$ cat src/rtl/izh_pkg.sv
// Shared definitions for the Izhikevich neuron system and its spike monitor.
package izh_pkg;

    localparam int unsigned MEMBRANE_W    = 8;
    localparam int unsigned DEF_WINDOW_W  = 16;
    localparam int unsigned DEF_COUNT_W   = 8;
    localparam int unsigned DEF_ISI_W     = 12;

    typedef logic [1:0] mon_state_t;

    localparam mon_state_t MON_IDLE    = 2'd0;
    localparam mon_state_t MON_MEASURE = 2'd1;
    localparam mon_state_t MON_REPORT  = 2'd2;

endpackage

$ cat src/rtl/izh_isi_timer.sv
// Edge-triggered saturating inter-spike interval timer; exposes next-state values so the
// parent can capture a final sample in the same cycle it happens.
module izh_isi_timer #(
    parameter int unsigned ISI_W = 12
) (
    input  logic             clk,
    input  logic             reset,
    input  logic             clear,
    input  logic             tick,
    input  logic             spike_edge,
    output logic [ISI_W-1:0] isi_next,
    output logic             ovf_next
);

    localparam logic [ISI_W-1:0] ISI_MAX = '1;

    logic [ISI_W-1:0] tmr_q, tmr_d;
    logic [ISI_W-1:0] work_q, work_d;
    logic             seen_q, seen_d;
    logic             ovf_q, ovf_d;

    always_comb begin
        tmr_d  = tmr_q;
        work_d = work_q;
        seen_d = seen_q;
        ovf_d  = ovf_q;
        if (clear) begin
            tmr_d  = '0;
            work_d = '0;
            seen_d = 1'b0;
            ovf_d  = 1'b0;
        end else if (tick) begin
            if (spike_edge) begin
                // Interval only exists once an earlier edge was seen in this window.
                if (seen_q) begin
                    if (tmr_q == ISI_MAX) begin
                        work_d = ISI_MAX;
                        ovf_d  = 1'b1;
                    end else begin
                        work_d = tmr_q + 1'b1;
                    end
                end
                tmr_d  = '0;
                seen_d = 1'b1;
            end else if (seen_q) begin
                if (tmr_q == ISI_MAX) begin
                    ovf_d = 1'b1;
                end else begin
                    tmr_d = tmr_q + 1'b1;
                end
            end
        end
    end

    always_ff @(posedge clk) begin
        if (reset) begin
            tmr_q  <= '0;
            work_q <= '0;
            seen_q <= 1'b0;
            ovf_q  <= 1'b0;
        end else begin
            tmr_q  <= tmr_d;
            work_q <= work_d;
            seen_q <= seen_d;
            ovf_q  <= ovf_d;
        end
    end

    assign isi_next = work_d;
    assign ovf_next = ovf_d;

endmodule

$ cat src/rtl/izh_spike_monitor.sv
// Windowed spike monitor: counts rising edges, tracks last ISI and peak membrane over N
// enabled cycles, then presents the result through a valid/ack register.
module izh_spike_monitor
    import izh_pkg::*;
#(
    parameter int unsigned WINDOW_W = DEF_WINDOW_W,
    parameter int unsigned COUNT_W  = DEF_COUNT_W,
    parameter int unsigned ISI_W    = DEF_ISI_W
) (
    input  logic                  clk,
    input  logic                  reset,
    input  logic                  enable,
    input  logic                  spike_in,
    input  logic [MEMBRANE_W-1:0] membrane_in,
    input  logic [WINDOW_W-1:0]   window_len,
    input  logic                  start,
    input  logic                  result_ack,
    output logic                  busy,
    output logic                  result_valid,
    output logic [COUNT_W-1:0]    spike_count,
    output logic [ISI_W-1:0]      isi_last,
    output logic [MEMBRANE_W-1:0] peak_membrane,
    output logic                  overflow
);

    localparam logic [COUNT_W-1:0] COUNT_MAX = '1;

    mon_state_t state_q, state_d;

    logic [WINDOW_W-1:0]   win_cnt_q, win_cnt_d;
    logic [COUNT_W-1:0]    cnt_q, cnt_d;
    logic [MEMBRANE_W-1:0] peak_q, peak_d;
    logic                  cnt_ovf_q, cnt_ovf_d;
    logic                  spike_d_q, spike_d_d;

    logic [COUNT_W-1:0]    spike_count_q;
    logic [ISI_W-1:0]      isi_last_q;
    logic [MEMBRANE_W-1:0] peak_membrane_q;
    logic                  overflow_q;

    logic             tick, spike_edge, start_ok, accept, last_sample;
    logic [ISI_W-1:0] isi_next;
    logic             isi_ovf_next;

    assign tick        = (state_q == MON_MEASURE) && enable;
    assign spike_edge  = tick && spike_in && !spike_d_q;
    assign start_ok    = start && (window_len != '0);
    assign accept      = start_ok && ((state_q == MON_IDLE) ||
                                      ((state_q == MON_REPORT) && result_ack));
    assign last_sample = tick && (win_cnt_q == WINDOW_W'(1));

    izh_isi_timer #(
        .ISI_W(ISI_W)
    ) u_isi_timer (
        .clk       (clk),
        .reset     (reset),
        .clear     (accept),
        .tick      (tick),
        .spike_edge(spike_edge),
        .isi_next  (isi_next),
        .ovf_next  (isi_ovf_next)
    );

    always_comb begin
        win_cnt_d = win_cnt_q;
        cnt_d     = cnt_q;
        peak_d    = peak_q;
        cnt_ovf_d = cnt_ovf_q;
        spike_d_d = spike_d_q;
        if (accept) begin
            win_cnt_d = window_len;
            cnt_d     = '0;
            peak_d    = '0;
            cnt_ovf_d = 1'b0;
            spike_d_d = 1'b0;
        end else if (tick) begin
            win_cnt_d = win_cnt_q - 1'b1;
            spike_d_d = spike_in;
            if (membrane_in > peak_q) begin
                peak_d = membrane_in;
            end
            if (spike_edge) begin
                if (cnt_q == COUNT_MAX) begin
                    cnt_ovf_d = 1'b1;
                end else begin
                    cnt_d = cnt_q + 1'b1;
                end
            end
        end
    end

    always_comb begin
        state_d = state_q;
        case (state_q)
            MON_IDLE:    if (accept) state_d = MON_MEASURE;
            MON_MEASURE: if (last_sample) state_d = MON_REPORT;
            MON_REPORT:  if (result_ack) state_d = accept ? MON_MEASURE : MON_IDLE;
            default:     state_d = MON_IDLE;
        endcase
    end

    always_ff @(posedge clk) begin
        if (reset) begin
            state_q         <= MON_IDLE;
            win_cnt_q       <= '0;
            cnt_q           <= '0;
            peak_q          <= '0;
            cnt_ovf_q       <= 1'b0;
            spike_d_q       <= 1'b0;
            spike_count_q   <= '0;
            isi_last_q      <= '0;
            peak_membrane_q <= '0;
            overflow_q      <= 1'b0;
        end else begin
            state_q   <= state_d;
            win_cnt_q <= win_cnt_d;
            cnt_q     <= cnt_d;
            peak_q    <= peak_d;
            cnt_ovf_q <= cnt_ovf_d;
            spike_d_q <= spike_d_d;
            // Final sample's edge and peak are folded in via the next-state values.
            if (last_sample) begin
                spike_count_q   <= cnt_d;
                isi_last_q      <= isi_next;
                peak_membrane_q <= peak_d;
                overflow_q      <= cnt_ovf_d || isi_ovf_next;
            end
        end
    end

    assign busy          = (state_q == MON_MEASURE);
    assign result_valid  = (state_q == MON_REPORT);
    assign spike_count   = spike_count_q;
    assign isi_last      = isi_last_q;
    assign peak_membrane = peak_membrane_q;
    assign overflow      = overflow_q;

endmodule

$ cat config.mk
export PLATFORM = sky130hd
export DESIGN_NAME = izh_spike_monitor
export DESIGN_NICKNAME = d
export VERILOG_FILES = /design/src/rtl/izh_pkg.sv /design/src/rtl/izh_isi_timer.sv /design/src/rtl/izh_spike_monitor.sv
export SDC_FILE = /design/constraint.sdc
export NUM_CORES = 1
export LEC_CHECK = 0
export BUFFER_PORTS_ARGS = -buffer_cell sky130_fd_sc_hd__buf_2
export CAP_MARGIN = 20
export CORE_AREA = 4 4 97 99
export CTS_BUF_LIST = sky130_fd_sc_hd__clkbuf_8 sky130_fd_sc_hd__clkbuf_16
export DETAILED_ROUTE_END_ITERATION = 16
export DIE_AREA = 0 0 101 103
export GPL_TIMING_DRIVEN = 1
export PLACE_DENSITY = 0.72
export SKIP_LAST_GASP = 1
export SYNTH_ARGS = -nofsm -noshare
export SYNTH_HDL_FRONTEND = slang
export SYNTH_SLANG_ARGS = --single-unit
$ cat constraint.sdc
create_clock -name clk -period 2.5 [get_ports clk]
set_input_delay 0.5 -clock clk [delete_from_list [all_inputs] [get_ports clk]]
set_output_delay 0.5 -clock clk [all_outputs]
set_load 0.005 [all_outputs]
# --- Word-level counts from Yosys, hierarchy flattened ---
# Cells that the tools add are included.
totals:
  elab_cells: 75
  output_inout_bits: 31
  register_bits: 91
classes:
  reduce_logical: 18
  n_addsub: 3
  order_cmp: 1
  n_eq_ne: 9
  mux: 30
op_table:
  columns: ["cell", "n"]
  rows:
  - ["$mux 12", 8]
  - ["$mux 8", 7]
  - ["$mux 16", 2]
  - ["$eq 16x1->1 const B", 1]
  - ["$reduce_bool 16->1", 1]
  - ["$sub 16x1->16 const B", 1]
  - ["$add 12x1->12 const B", 1]
  - ["$eq 12x12->1 const B", 1]
  - ["$mux 1", 9]
  - ["$add 8x1->8 const B", 1]
  - ["$eq 8x8->1 const B", 1]
  - ["$gt 8x8->1", 1]
  - ["$logic_and 1x1->1", 7]
  - ["$mux 2", 3]
  - ["$ne 2x2->1 const B", 3]
  - ["$pmux 2 s3", 1]
  - ["$reduce_and 3->1", 2]
  - ["$reduce_bool 2->1", 2]
  - ["$eq 2x1->1 const B", 1]
  - ["$eq 2x2->1 const B", 1]
  - ["$logic_not 2->1", 1]
  - ["$logic_or 1x1->1", 2]
  - ["$ne 2x1->1 const B", 1]
  - ["$reduce_and 2->1", 1]
  - ["other kinds (2)", 2]

# --- Logic depth before layout (Yosys ltp) ---
logic_depth:
  ltp_word: 8
  ltp_mapped: 8
  mapped_depth_nobuf: 8

# --- Cells and area by module ---
# From an unflattened synthesis, not the netlist that was laid out.
unflattened:
  cells_unflattened: 551
  hier_area_um2: 4538.1
by_module_without_submodules:
  columns: ["module", "seq_area_each_um2", "cells_each", "instances", "area_each_um2"]
  rows:
  - ["izh_spike_monitor", 1301.2, 384, 1, 3139.3]
  - ["izh_isi_timer", 520.5, 167, 1, 1398.8]

# --- Least setup slack after synthesis ---
# Ideal clock, no wire load.
synth_timing:
  path_kind: "input port to flip-flop"
  startpoint: "input port membrane_in[1]"
  endpoint: "register peak_membrane_q[0], in the netlist peak_membrane[0]"
  t_arrival_ns: 2.066
  setup_ns: 0.125
  cell_stages: 7
  n_path_buf: 0
  path_slack_ns: 0.309
  path_cell_list: "ha_1 > nor2b_1 > o211ai_1 > a21oi_1 > o21ai_1 > mux2i_1 > o21ai_0"
synth_via:
  elab_chain_cells: 4
synth_rtl:
  columns: ["element", "line", "rtl"]
  rows:
  - ["start: declaration", "izh_spike_monitor.sv:14", "input logic [MEMBRANE_W-1:0] membrane_in,"]
  - ["$gt 8x8->1", "izh_spike_monitor.sv:79", "if (membrane_in > peak_q) begin"]
  - ["$mux 8", "izh_spike_monitor.sv:79", null]
  - ["$mux 8", "izh_spike_monitor.sv:76", "end else if (tick) begin"]
  - ["$mux 8", "izh_spike_monitor.sv:70", "if (accept) begin"]
  - ["end signal: assignment", "izh_spike_monitor.sv:125", "peak_membrane_q <= peak_d;"]
  - ["end: declaration", "izh_spike_monitor.sv:38", "logic [MEMBRANE_W-1:0] peak_membrane_q;"]
# Every way passes these cells.
# A chain may end at the register's enable or synchronous reset.

# --- Worst setup path in the final report ---
layout_timing:
  startpoint: "register win_cnt_q[10]"
  endpoint: "register peak_membrane_q[1], in the netlist peak_membrane[1]"
layout_via:
  elab_chain_cells: 2
layout_rtl:
  columns: ["element", "line", "rtl"]
  rows:
  - ["start: declaration", "izh_spike_monitor.sv:30", "logic [WINDOW_W-1:0] win_cnt_q, win_cnt_d;"]
  - ["start signal: assignment", "izh_spike_monitor.sv:116", "win_cnt_q <= win_cnt_d;"]
  - ["$eq 16x1->1", "izh_spike_monitor.sv:50", "assign last_sample = tick && (win_cnt_q == WINDOW_W'(1));"]
  - ["$logic_and 1x1->1", "izh_spike_monitor.sv:50", null]
# Every way passes these cells.

==> flow_metrics.py <==
metrics = {
    "outcome": {
        "run_status": "finished clean",
    },
    "final_layout": {
        "seq_area_sq_um": 1820,
        "antenna_cells": 0,
        "multiInputGateArea_sq_um": 2150,
        "nets": 601,
        "fill_cells": 819,
        "instances_no_fill": 671,
        "syn2layout_area_growth_pct": 14.7,
        "drive_gt1_share_pct": 18.5,
    },
    "timing": {
        "relSlewSlack_pct": 55.0,
        "fmax_ghz": 0.450,
        "worstMarginPinSlew_ps": 673,
        "min_period_ps": 2220,
        "finalSetupViolations": 0,
        "finalHoldViolations": 0,
        "tns_ps": 0,
        "fin_crit_sh_pct": 88.9,
        "post-route-worst-setup-slack_ps": 279,
        "rsz0062_at_grt": "no",
        "final_max_slew_viol_count": 0,
        "finClkSkew_ps": 7.50,
    },
    "synth": {
        "synthCells": 494,
        "syn-num-nets": 536,
        "yosysWarnings": 0,
        "synth_most_common_cell": "dfxtp_1",
        "postSynth.asyncResetShare_pct": 0,
        "synth_edf_count": 0,
        "synth_top_area_share_pct": 44.0,
        "ys_top_cells_by_area": "dfxtp_1, nor2_1, a21oi_1",
        "synth_area_sq_um": 4140,
        "ys_seq_elements": 91,
        "ys_seq_area_share_pct": 44.0,
        "synthTopCellsByCount": "dfxtp_1, nor2_1, nand2_1",
        "synth_area_leader_cell": "dfxtp_1",
        "syn_avg_cell_area_sq_um": 8.39,
        "synth_cell_types": 56,
        "ys.flop_type": "dfxtp_1",
    },
    "grt": {
        "grt_pass1_vias": 3514,
        "grt_max_degree": 21,
        "grt_pass1_wl_mm": 16.0,
        "grt_usage_pct": 19.1,
        "antenna_found_initial": 0,
        "gr-total-overflow": 0,
    },
    "drt": {
        "drc": 0,
        "dr_wl_met3_um": 546,
        "ant_nets": 0,
        "firstDrtPassIters": 4,
        "wl_per_cell_um": 14.2,
        "met2_wirelength_mm": 4.22,
        "top_layer_used": "met4",
        "drtIter0Drc": 170,
        "wl_met1_mm": 4.51,
        "num_vias": 3669,
        "vias_per_cell": 5.47,
        "totalWireLength_mm": 9.51,
    },
    "die": {
        "dieWidth_um": 101,
        "initial_core_util_pct": 48.5,
        "die-area_sq_um": 10400,
        "num_rows": 34,
        "fp.coreArea_sq_um": 8550,
        "die_h_um": 103,
        "io_pins": 61,
    },
    "worst_hold_path": {
        "whs_path_depth": 3,
        "hold_path.class": "primary input to register",
    },
    "cts": {
        "postCtsHoldBufs": 0,
        "clk_latency_ps": 350,
        "postCtsSetupBuffers": 0,
        "clockBufferDepth": 2,
        "cts_made_buffers": 9,
        "root_buffer": "clkbuf_8",
        "htreeDepth": 3,
        "clkTransAtPathRegs_ps": 90,
        "cts_sinks": 91,
        "cts_resized": 0,
        "cts_tree": "yes",
    },
    "placed_design": {
        "dp_hpwl_mm": 7.03,
        "port_buffers": 60,
        "globalplace.congestion": 0.855,
        "post-place-ws_ps": 247,
        "place_inst": 656,
    },
    "critical_path": {
        "end_kind": "register",
        "critPathMaxStageDelay_ps": 600,
        "rr_worst_depth": 7,
        "crit_type": "register to register",
        "worstPathMaxFanout": 19,
        "cp_cell_sequence": "or4_1 -> nor3_1 -> and4_1 -> buf_4 -> nor2_1 -> nand2_1 -> o21ai_0",
        "arrival_ps": 2460,
        "crit_family": "simple AND/OR/NAND/NOR gates",
        "crit_path_start_kind": "register",
        "cp.required_ps": 2730,
        "crit_slowest_cell": "or4_1",
        "path_buf_inv": 1,
        "cp.depth": 7,
    },
    "pwr": {
        "ir_drop_v": 0.000321,
        "power.density_nw_per_um2": 556,
        "p_leak_uw": 0.00189,
    },
    "run": {
        "maxCapViolCount": 0,
    },
}
## cells in the final DEF, fill, tap and decap left out, drive strengths merged, types with 4 or more instances in the layout
master   n
a211oi   4
dfxtp   91
nor3    10
nand4   14
inv     17
ha      12
buf     75
and2     9
a21oi   52
clkbuf  10
xnor2   12
and3     8
a31oi    5
nor4     7
nand3   15
mux2i   13
xor2     9
nand2   54
o211ai   8
nor2    69
or3      4
o21ai   24
## final timing paths
| kind | end | start | slack [ps] |
|---|---|---|---|
| setup / recovery | peak_membrane[1]$_SDFFE_PP0P_ | win_cnt_q[10]$_SDFFE_PP0P_ | 280 |
| hold / removal | win_cnt_q[12]$_SDFFE_PP0P_ | window_len[12] | 400 |
| setup reg to reg | peak_membrane[1]$_SDFFE_PP0P_ | win_cnt_q[10]$_SDFFE_PP0P_ | 280 |
| hold reg to reg | isi_last[7]$_SDFFE_PP0P_ | isi_last[7]$_SDFFE_PP0P_ | 450 |
## where the power goes
part	switching, uW	total [uW]	internal [uW]
Combinational	158	269	112
Clock	494	871	377
Sequential	26.4	1500	1480
Total	678	2640	1970
## per-stage QoR
step / instance area (sq um) / hold WS, ps / total power (uW) / util [%]
after floorplan: 4140 / 424 / 1700 / -
after global placement: 4580 / 434 / 1790 / 53.6
after detailed placement: 4580 / 438 / 1800 / 53.6
after CTS: 4750 / 381 / 2680 / 55.6
after global routing: 4750 / 395 / 2770 / 55.6
final: 4750 / 402 / 2640 / 55.6
## state kept, by name, indices dropped and copies added (netlist names), 2 cells and up
signal	cells
isi_last	12
cnt_q	8
u_isi_timer.tmr_q	12
peak_q	8
win_cnt_q	16
u_isi_timer.work_q	12
state_q	2
spike_count	8
peak_membrane	8
## area by class of cell
type                            count  area share (%)
Sequential cell                    91            38.3
Tap cell                          108            2.84
Clock inverter                      5           0.658
Inverter                           16            1.26
Clock buffer                       10            2.90
Timing Repair Buffer               75            8.69
Multi-Input combinational cell    366            45.3
## worst register-to-register path: cells and delay by family, from the launching register on
kind / cells / cell delay, ps
and+or+nand+nor: 5 / 1400
buffers and inverters: 1 / 240
AOI/OAI and AO/OA: 1 / 90
DFF: 1 / 370
## cells by family after synthesis
family	share of synthesized area (%)
compound gates	16.7
xor+xnor	4.44
fa+ha+maj	3.62
buf+inv	4.05
flops	44.0
mux	3.41
simple gates	23.8
## per-layer routing
| layer | track usage (%) | vias to the layer above |
|---|---|---|
| li1 | - | 1864 |
| met1 | 25.1 | 1689 |
| met2 | 30.7 | 95 |
| met3 | 3.92 | 21 |
| met4 | 7.98 | 0 |
| met5 | 0 | - |
No activity file was read; power rests on OpenSTA's default activity.
